[src/rtl/rr_lock_arbiter.sv]
// rr_lock_arbiter: round-robin arbiter whose grant stays locked to one requester until done.
// Define ARB_TIMEOUT_EN to add a hold counter and a timeout output that force-release long grants.
module rr_lock_arbiter #(
   parameter int NUM_REQ = 4,
   parameter int ID_W    = 2,
   parameter int TIMEOUT = 16
) (
   input  logic               clk,
   input  logic               rst_n,
   input  logic [NUM_REQ-1:0] req,
   input  logic               done,
   output logic [NUM_REQ-1:0] grant,
   output logic               grant_valid,
`ifdef ARB_TIMEOUT_EN
   output logic [ID_W-1:0]    grant_id,
   output logic               timeout
`else
   output logic [ID_W-1:0]    grant_id
`endif
);

   if (NUM_REQ < 2 || NUM_REQ > 16 || ID_W != $clog2(NUM_REQ) || TIMEOUT < 1) begin : g_bad_params
      $error("rr_lock_arbiter: illegal parameter combination");
   end

   typedef enum logic {
      IDLE = 1'b0,
      BUSY = 1'b1
   } state_t;

   // state_q is kept as a named enum so checkers can probe the FSM directly.
   state_t              state_q, state_d;
   logic [ID_W-1:0]     ptr_q, ptr_d;
   logic [NUM_REQ-1:0]  grant_q, grant_d;
   logic [ID_W-1:0]     id_q, id_d;
   logic                valid_q, valid_d;
   logic [ID_W-1:0]     pick_start;
   logic [ID_W:0]       pick_res;
   logic                release_now;
   logic                tmo_hit;

   // Returns {found, index} of the first set bit of r, searching start, start+1, ... with wrap.
   function automatic logic [ID_W:0] rr_pick(input logic [NUM_REQ-1:0] r,
                                             input logic [ID_W-1:0]    start);
      logic [ID_W:0] res;
      int            idx;
      res = '0;
      for (int k = NUM_REQ - 1; k >= 0; k--) begin
         idx = int'(start) + k;
         if (idx >= NUM_REQ) idx = idx - NUM_REQ;
         if (r[idx[ID_W-1:0]]) res = {1'b1, idx[ID_W-1:0]};
      end
      return res;
   endfunction

   function automatic logic [ID_W-1:0] wrap_inc(input logic [ID_W-1:0] id);
      return (id == ID_W'(NUM_REQ - 1)) ? '0 : id + 1'b1;
   endfunction

`ifdef ARB_TIMEOUT_EN
   localparam int CNT_W = $clog2(TIMEOUT + 1);
   logic [CNT_W-1:0] cnt_q, cnt_d;

   assign tmo_hit = (state_q == BUSY) && (cnt_q == CNT_W'(TIMEOUT - 1));
   assign timeout = tmo_hit && !done;
`else
   assign tmo_hit = 1'b0;
`endif

   always_comb begin
      state_d     = state_q;
      ptr_d       = ptr_q;
      grant_d     = grant_q;
      id_d        = id_q;
      valid_d     = valid_q;
      pick_start  = ptr_q;
      release_now = 1'b0;
`ifdef ARB_TIMEOUT_EN
      cnt_d       = cnt_q;
`endif
      // On release the search starts just past the holder, so the holder is tried last.
      if (state_q == BUSY) begin
         pick_start  = wrap_inc(id_q);
         release_now = done || tmo_hit;
      end
      pick_res = rr_pick(req, pick_start);

      case (state_q)
         IDLE: begin
            if (pick_res[ID_W]) begin
               state_d = BUSY;
               grant_d = NUM_REQ'(1) << pick_res[ID_W-1:0];
               id_d    = pick_res[ID_W-1:0];
               valid_d = 1'b1;
`ifdef ARB_TIMEOUT_EN
               cnt_d   = '0;
`endif
            end else begin
               grant_d = '0;
               id_d    = '0;
               valid_d = 1'b0;
            end
         end
         BUSY: begin
            if (release_now) begin
               ptr_d = pick_start;
`ifdef ARB_TIMEOUT_EN
               cnt_d = '0;
`endif
               if (pick_res[ID_W]) begin
                  grant_d = NUM_REQ'(1) << pick_res[ID_W-1:0];
                  id_d    = pick_res[ID_W-1:0];
                  valid_d = 1'b1;
               end else begin
                  state_d = IDLE;
                  grant_d = '0;
                  id_d    = '0;
                  valid_d = 1'b0;
               end
            end else begin
`ifdef ARB_TIMEOUT_EN
               cnt_d = cnt_q + 1'b1;
`endif
            end
         end
         default: begin
            state_d = IDLE;
            grant_d = '0;
            id_d    = '0;
            valid_d = 1'b0;
         end
      endcase
   end

   always_ff @(posedge clk) begin
      if (rst_n) begin
         state_q <= IDLE;
         ptr_q   <= '0;
         grant_q <= '0;
         id_q    <= '0;
         valid_q <= 1'b0;
`ifdef ARB_TIMEOUT_EN
         cnt_q   <= '0;
`endif
      end else begin
         state_q <= state_d;
         ptr_q   <= ptr_d;
         grant_q <= grant_d;
         id_q    <= id_d;
         valid_q <= valid_d;
`ifdef ARB_TIMEOUT_EN
         cnt_q   <= cnt_d;
`endif
      end
   end

   assign grant       = grant_q;
   assign grant_valid = valid_q;
   assign grant_id    = id_q;

   a_onehot: assert property (@(posedge clk) disable iff (rst_n) $onehot0(grant_q));
   a_valid:  assert property (@(posedge clk) disable iff (rst_n) valid_q == (grant_q != '0));
   a_id:     assert property (@(posedge clk) disable iff (rst_n)
                              valid_q ? (grant_q[id_q] == 1'b1) : (id_q == '0));

endmodule

[config.mk]
export PLATFORM = sky130hd
export DESIGN_NAME = rr_lock_arbiter
export DESIGN_NICKNAME = d
export VERILOG_FILES = /design/src/rtl/rr_lock_arbiter.sv
export SDC_FILE = /design/constraint.sdc
export NUM_CORES = 1
export LEC_CHECK = 0
export CAP_MARGIN = 30
export CORE_UTILIZATION = 30
export CTS_CLUSTER_DIAMETER = 80
export DETAILED_ROUTE_END_ITERATION = 12
export PLACE_DENSITY = 0.58
export SLEW_MARGIN = 10
export SYNTH_ARGS = -nofsm -noshare
export SYNTH_HDL_FRONTEND = slang
export SYNTH_SLANG_ARGS = --single-unit
[constraint.sdc]
create_clock -name clk -period 3.55 [get_ports clk]
set_input_delay 0.355 -clock clk [delete_from_list [all_inputs] [get_ports clk]]
set_output_delay 0.355 -clock clk [all_outputs]
set_load 0.05 [all_outputs]
# After elaboration in Yosys (flattened, before gate mapping)
# Cells that the tools add are included.
# W data, S select, Z words.
word_totals:
  word_cells: 56
  register_bits: 10
  input_bits: 7
op_classes:
  n_shift: 1
  n_eq_ne: 2
  bitwise_logic: 1
  add_sub_neg: 8
  reduce_logical: 1
  muxes: 30
  n_lt_le_gt_ge: 8
op_table:
  columns: ["op", "count"]
  rows:
  - ["$mux W2", 8]
  - ["$lt A2 B3 Y1 const B", 4]
  - ["$mux W3", 4]
  - ["$ge A3 B3 Y1 const B", 3]
  - ["$bmux W1 S2", 4]
  - ["$mux W1", 8]
  - ["$mux W4", 2]
  - ["$pmux W4 S2", 1]
  - ["$sub A2 B1 Y2 const B", 4]
  - ["$add A2 B2 Y3 const B", 2]
  - ["$pmux W1 S2", 2]
  - ["$pmux W2 S2", 1]
  - ["$shl A1 B2 Y4 const A", 1]
  - ["$add A2 B1 Y3 const B", 1]
  - ["$ge A2 B3 Y1 const B", 1]
  - ["$add A2 B1 Y2 const B", 1]
  - ["$eq A2 B2 Y1 const B", 1]
  - ["$ne A2 B1 Y1 const B", 1]
  - ["$reduce_and A2 Y1", 1]
  - ["$not A1 Y1", 1]

# Depth between registers and ports, before layout
logic_depth:
  word_depth: 16
  depth_mapped: 6
  depth_no_buf: 6

# Least setup slack after synthesis
# Ideal clock, no wire load.
synth_timing:
  path_kind: "reg2reg"
  startpoint: "register id_q[0], in the netlist grant_id[0]"
  endpoint: "register grant_q[0], in the netlist grant[0]"
  required_time_ps: 3434
  path_buffers: 0
  synth_period_minus_slack_ps: 2150
  stages_incl_launch_ff: 7
  path_slack_ps: 1400
  arrival_time_ps: 2035
  path_cell_list: "dfxtp_1 > ha_1 > mux2i_2 > mux2i_1 > nor4_2 > nor2_1 > a31o_1"
synth_between:
  elab_chain_len: 16
  word_cells_on_any_way: 35
synth_rtl:
  columns: ["element", "line", "rtl"]
  rows:
  - ["start: declaration", "35", "logic [ID_W-1:0] id_q, id_d;"]
  - ["start signal: assignment", "149", "id_q <= id_d;"]
  - ["$add A2 B1 Y2 / $eq A2 B2 Y1 (equally long branches)", "57", "return (id == ID_W'(NUM_REQ - 1)) ? '0 : id + 1'b1;"]
  - ["$mux W2 (*)", "57", null]
  - ["$mux W2 (*)", "82", "if (state_q == BUSY) begin"]
  - ["$add A2 B2 Y3", "49", "idx = int'(start) + k;"]
  - ["$ge A3 B3 Y1 / $sub A2 B1 Y2 (equally long branches)", "50", "if (idx >= NUM_REQ) idx = idx - NUM_REQ;"]
  - ["$mux W2", "50", null]
  - ["$bmux W1 S2", "51", "if (r[idx[ID_W-1:0]]) res = {1'b1, idx[ID_W-1:0]};"]
  - ["$mux W1 (implied by the code)", "51", null]
  - ["$mux W3 (3 in series)", "51", null]
  - ["$mux W3 (*)", "51", null]
  - ["$shl A1 B2 Y4", "92, 111", null]
  - ["$mux W4 (*)", "90, 110", null]
  - ["$mux W4", "105", "if (release_now) begin"]
  - ["$pmux W4 S2 (*)", "88", "case (state_q)"]
  - ["end signal: assignment", "148", "grant_q <= grant_d;"]
  - ["end: declaration", "34", "logic [NUM_REQ-1:0] grant_q, grant_d;"]
# Every way passes the cells marked *; elsewhere a longest branch is shown, timed or not. The select of a mux whose other input is x is not followed.
# A chain may end at the register's enable or synchronous reset.

# Worst setup path after layout
# Same ends and word-level chain as after synthesis.

==> metrics.md <==
| Metric | Value |
|---|---|
| Status | complete, but fails checks |
| Ys flop type | dfxtp_1 |
| Buffers added on ports | 13 |
| Max IR drop VDD | between 0.2 and 0.25 mV |
| Most numerous cell in the Yosys netlist | dfxtp_1 |
| Area contributors post-synth | dfxtp_1 39%, a21oi_1 5.8%, nand2_1 5.8% |
| Post-synth EDFFs | 0 |
| CTS tree | done |
| CP Max Fanout | 5 |
| DR DRC count | 1 |
| Critical path buffer and inverter count | 0 |
| I/O Pins | 14 |
| Top delay family on crit path | simple AND/OR/NAND/NOR gates |
| Post-synth ARST share | 0% |
| H-tree levels | 1 |
| Period utilization | a little over half |
| Rows | 14 |
| Number of routed nets with antenna violations | 0 |
| Vias in the first global route | 438 |
| Vias post-DR | about 460 |
| Placed Cells | between 80 and 90 |
| Final WL | between 1 and 1.5 mm |
| Share of layout cells above drive strength 1 | 10.8% |
| CTS root buffer | clkbuf_4 |
| Synth cell types | 27 |
| Post CTS Setup Buffer Count | 0 |
| Largest net degree at the start of global routing | 11 |
| RSZ-0062 raised after global routing | false |
| Startpoint types | flip-flop |
| Die Width | roughly 44 um |
| Initial antenna violation count | 0 |
| Final worst slack | around 1600 ps |
| All-Layer GR Usage | 12.9% |
| Slew @ Worst Pin | roughly 490 ps |
| Cells after Synth | 59 |
| Required time worst endpoint | roughly 3700 ps |
| Num CTS Buffers | 3 |
| Worst Skew | approximately 0.7 ps |
| Max Freq | ~520 MHz |
| First-pass GRT wire length | roughly 1.8 mm |
| Leak | ~0.26 nW |
| Drt via density | ~5.2 |
| Clock transition at path regs | around 70 ps |
| CORE AREA | 1560 sq um |
| Routed WL per cell | 11.8 um |
| End-of-flow core utilization | 44.8% |
| Detailed-router iteration count before antenna repair | 8 |
| Die area | approximately 1900 sq um |
| # setup viols final | 0 |
| Clock Tree Buf Depth | 2 |
| Clk sinks | 10 |
| Worst EP arrival | between 2000 and 2500 ps |
| Failing checks | DRC |
| YS warnings | 0 |
| Synthesized area per cell | roughly 8.8 sq um |
| Hold WC Path Type | reg2reg |
| Die H | between 40 and 50 um |
| HPWL Detailed | around 830 um |
| Slowest cell on crit path | nor4_2 |
| Crit Path Class | reg2reg |
| Worst-path cell chain | ha_1 -> mux2i_2 -> nor4b_1 -> nor4_2 -> nor2_1 -> a31o_1 |
| Cell taking the most area after synthesis | dfxtp_1 |
| Final Wtd Congestion | between 0.8 and 0.9 |
| Post-CTS sizing | 0 |
| Starting density of the core | about 33% |
| Diode count | 0 |
| Nets@finish | 83 |
| Post-route insts no fill | 90 |
| Slew margin rel. | ~67% |
| Syn_nets | 67 |
| PwrDens | around 460 nW/um^2 |
| Hold slack | between 400 and 500 ps |
| # fillers | 158 |
| Max cap viols | 0 |
| Crit path capture type | flip-flop |
| Fin. Hold Viols | 0 |
| Sequential fraction of the synthesis area | roughly two fifths |
| Top cell type's share of synthesized area | between 30% and 40% |
| 1st-iter DRT viols | 8 |
| Critical Path Max Stage Delay | 420 ps |
| Synthesis-to-layout area growth | 34.5% |
| Seq cells post-synth | 10 |
| Clk_lat worst skew | 260 ps |
| Tmin final | between 1500 and 2000 ps |
| Setup TNS | 0 ps |
| Slew Viols, Final | 0 |
| GRT overflow | 0 |
| Mapped cell area | approximately 520 sq um |
| Pre-CTS WS | approximately 1600 ps |
| Cts hold-fix bufs | 0 |
| Synth cell count leaders | 10 x dfxtp_1, 8 x nand2_1, 6 x a21oi_1 |
==> worst min-delay path, delay by kind of cell (launching register included) <==
kind / cells / cell delay (ps)
flops: 1 / 310
compound gates: 1 / 50
simple gates: 1 / 50
==> through the flow <==
| stage | area (sq um) | total power, mW |
|---|---|---|
| CTS | 698 | 0.325 |
| detailed placement | 662 | 0.222 |
| finish | 698 | 0.320 |
| global route | 698 | 0.339 |
| floorplan | 519 | 0.193 |
| global placement | 662 | 0.221 |
==> state kept, by name (all words and copies together), names as in the netlist <==
name,flops
grant_valid,1
state_q,1
grant_id,2
grant,4
ptr_q,2
==> per-layer routing <==
| layer | GRT usage [%] | part of all wire [%] | up-vias |
|---|---|---|---|
| met5 | 0 | 0 | - |
| met4 | 9.38 | 1.3 | 0 |
| met3 | 1.67 | 3.9 | 2 |
| met2 | 19.1 | 44 | 11 |
| met1 | 17.1 | 51 | 206 |
| li1 | - | - | 245 |
==> cell type report <==
cell class | instances | area, sq um | area share, %
clock buffers | 4 | 36.3 | 5.20
well taps | 16 | 20.0 | 2.87
repair buffers | 13 | 130 | 18.6
multi-input cells | 47 | 312 | 44.6
flip-flops and latches | 10 | 200 | 28.7
==> logic make-up (layout without fill, tap and decap cells) <==
kind of cell / count (synthesis) / in the layout / synth area share, %
flops: 10 / 10 / 38.6
buf+inv: 2 / 17 / 1.44
compound gates: 12 / 12 / 15.9
mux: 2 / 2 / 4.58
simple gates: 32 / 32 / 37.1
fa+ha+maj: 1 / 1 / 2.41
==> final timing paths <==
check,slack [ps],start,end,cells after the start
setup / recovery,1630,grant_id[0]$_SDFFE_PP0P_,grant[0]$_SDFFE_PP0P_,6
hold / removal,460,grant[3]$_SDFFE_PP0P_,grant[3]$_SDFFE_PP0P_,2
setup reg to reg,1630,grant_id[0]$_SDFFE_PP0P_,grant[0]$_SDFFE_PP0P_,6
hold reg to reg,460,grant[3]$_SDFFE_PP0P_,grant[3]$_SDFFE_PP0P_,2
==> layout by cell type, fill, tap and decap left out, drive strengths merged, types with 2 or more instances in the layout <==
cell type | synthesis | final
a21oi | 6 | 6
a31o | 3 | 3
clkbuf | 1 | 4
clkdlybuf4s50 | 0 | 13
dfxtp | 10 | 10
mux2i | 2 | 2
nand2 | 8 | 8
nand2b | 2 | 2
nand3 | 2 | 2
nor2 | 5 | 5
nor2b | 2 | 2
nor3b | 4 | 4
nor4 | 2 | 2
==> report_power, final <==
group / leakage (nW) / switching [mW] / internal, mW
registers: 0.0824 / 0.00652 / 0.121
clock network: 0.0210 / 0.0389 / 0.0622
logic: 0.155 / 0.0530 / 0.0375
Note: power is estimated with default switching activity, not from simulation.
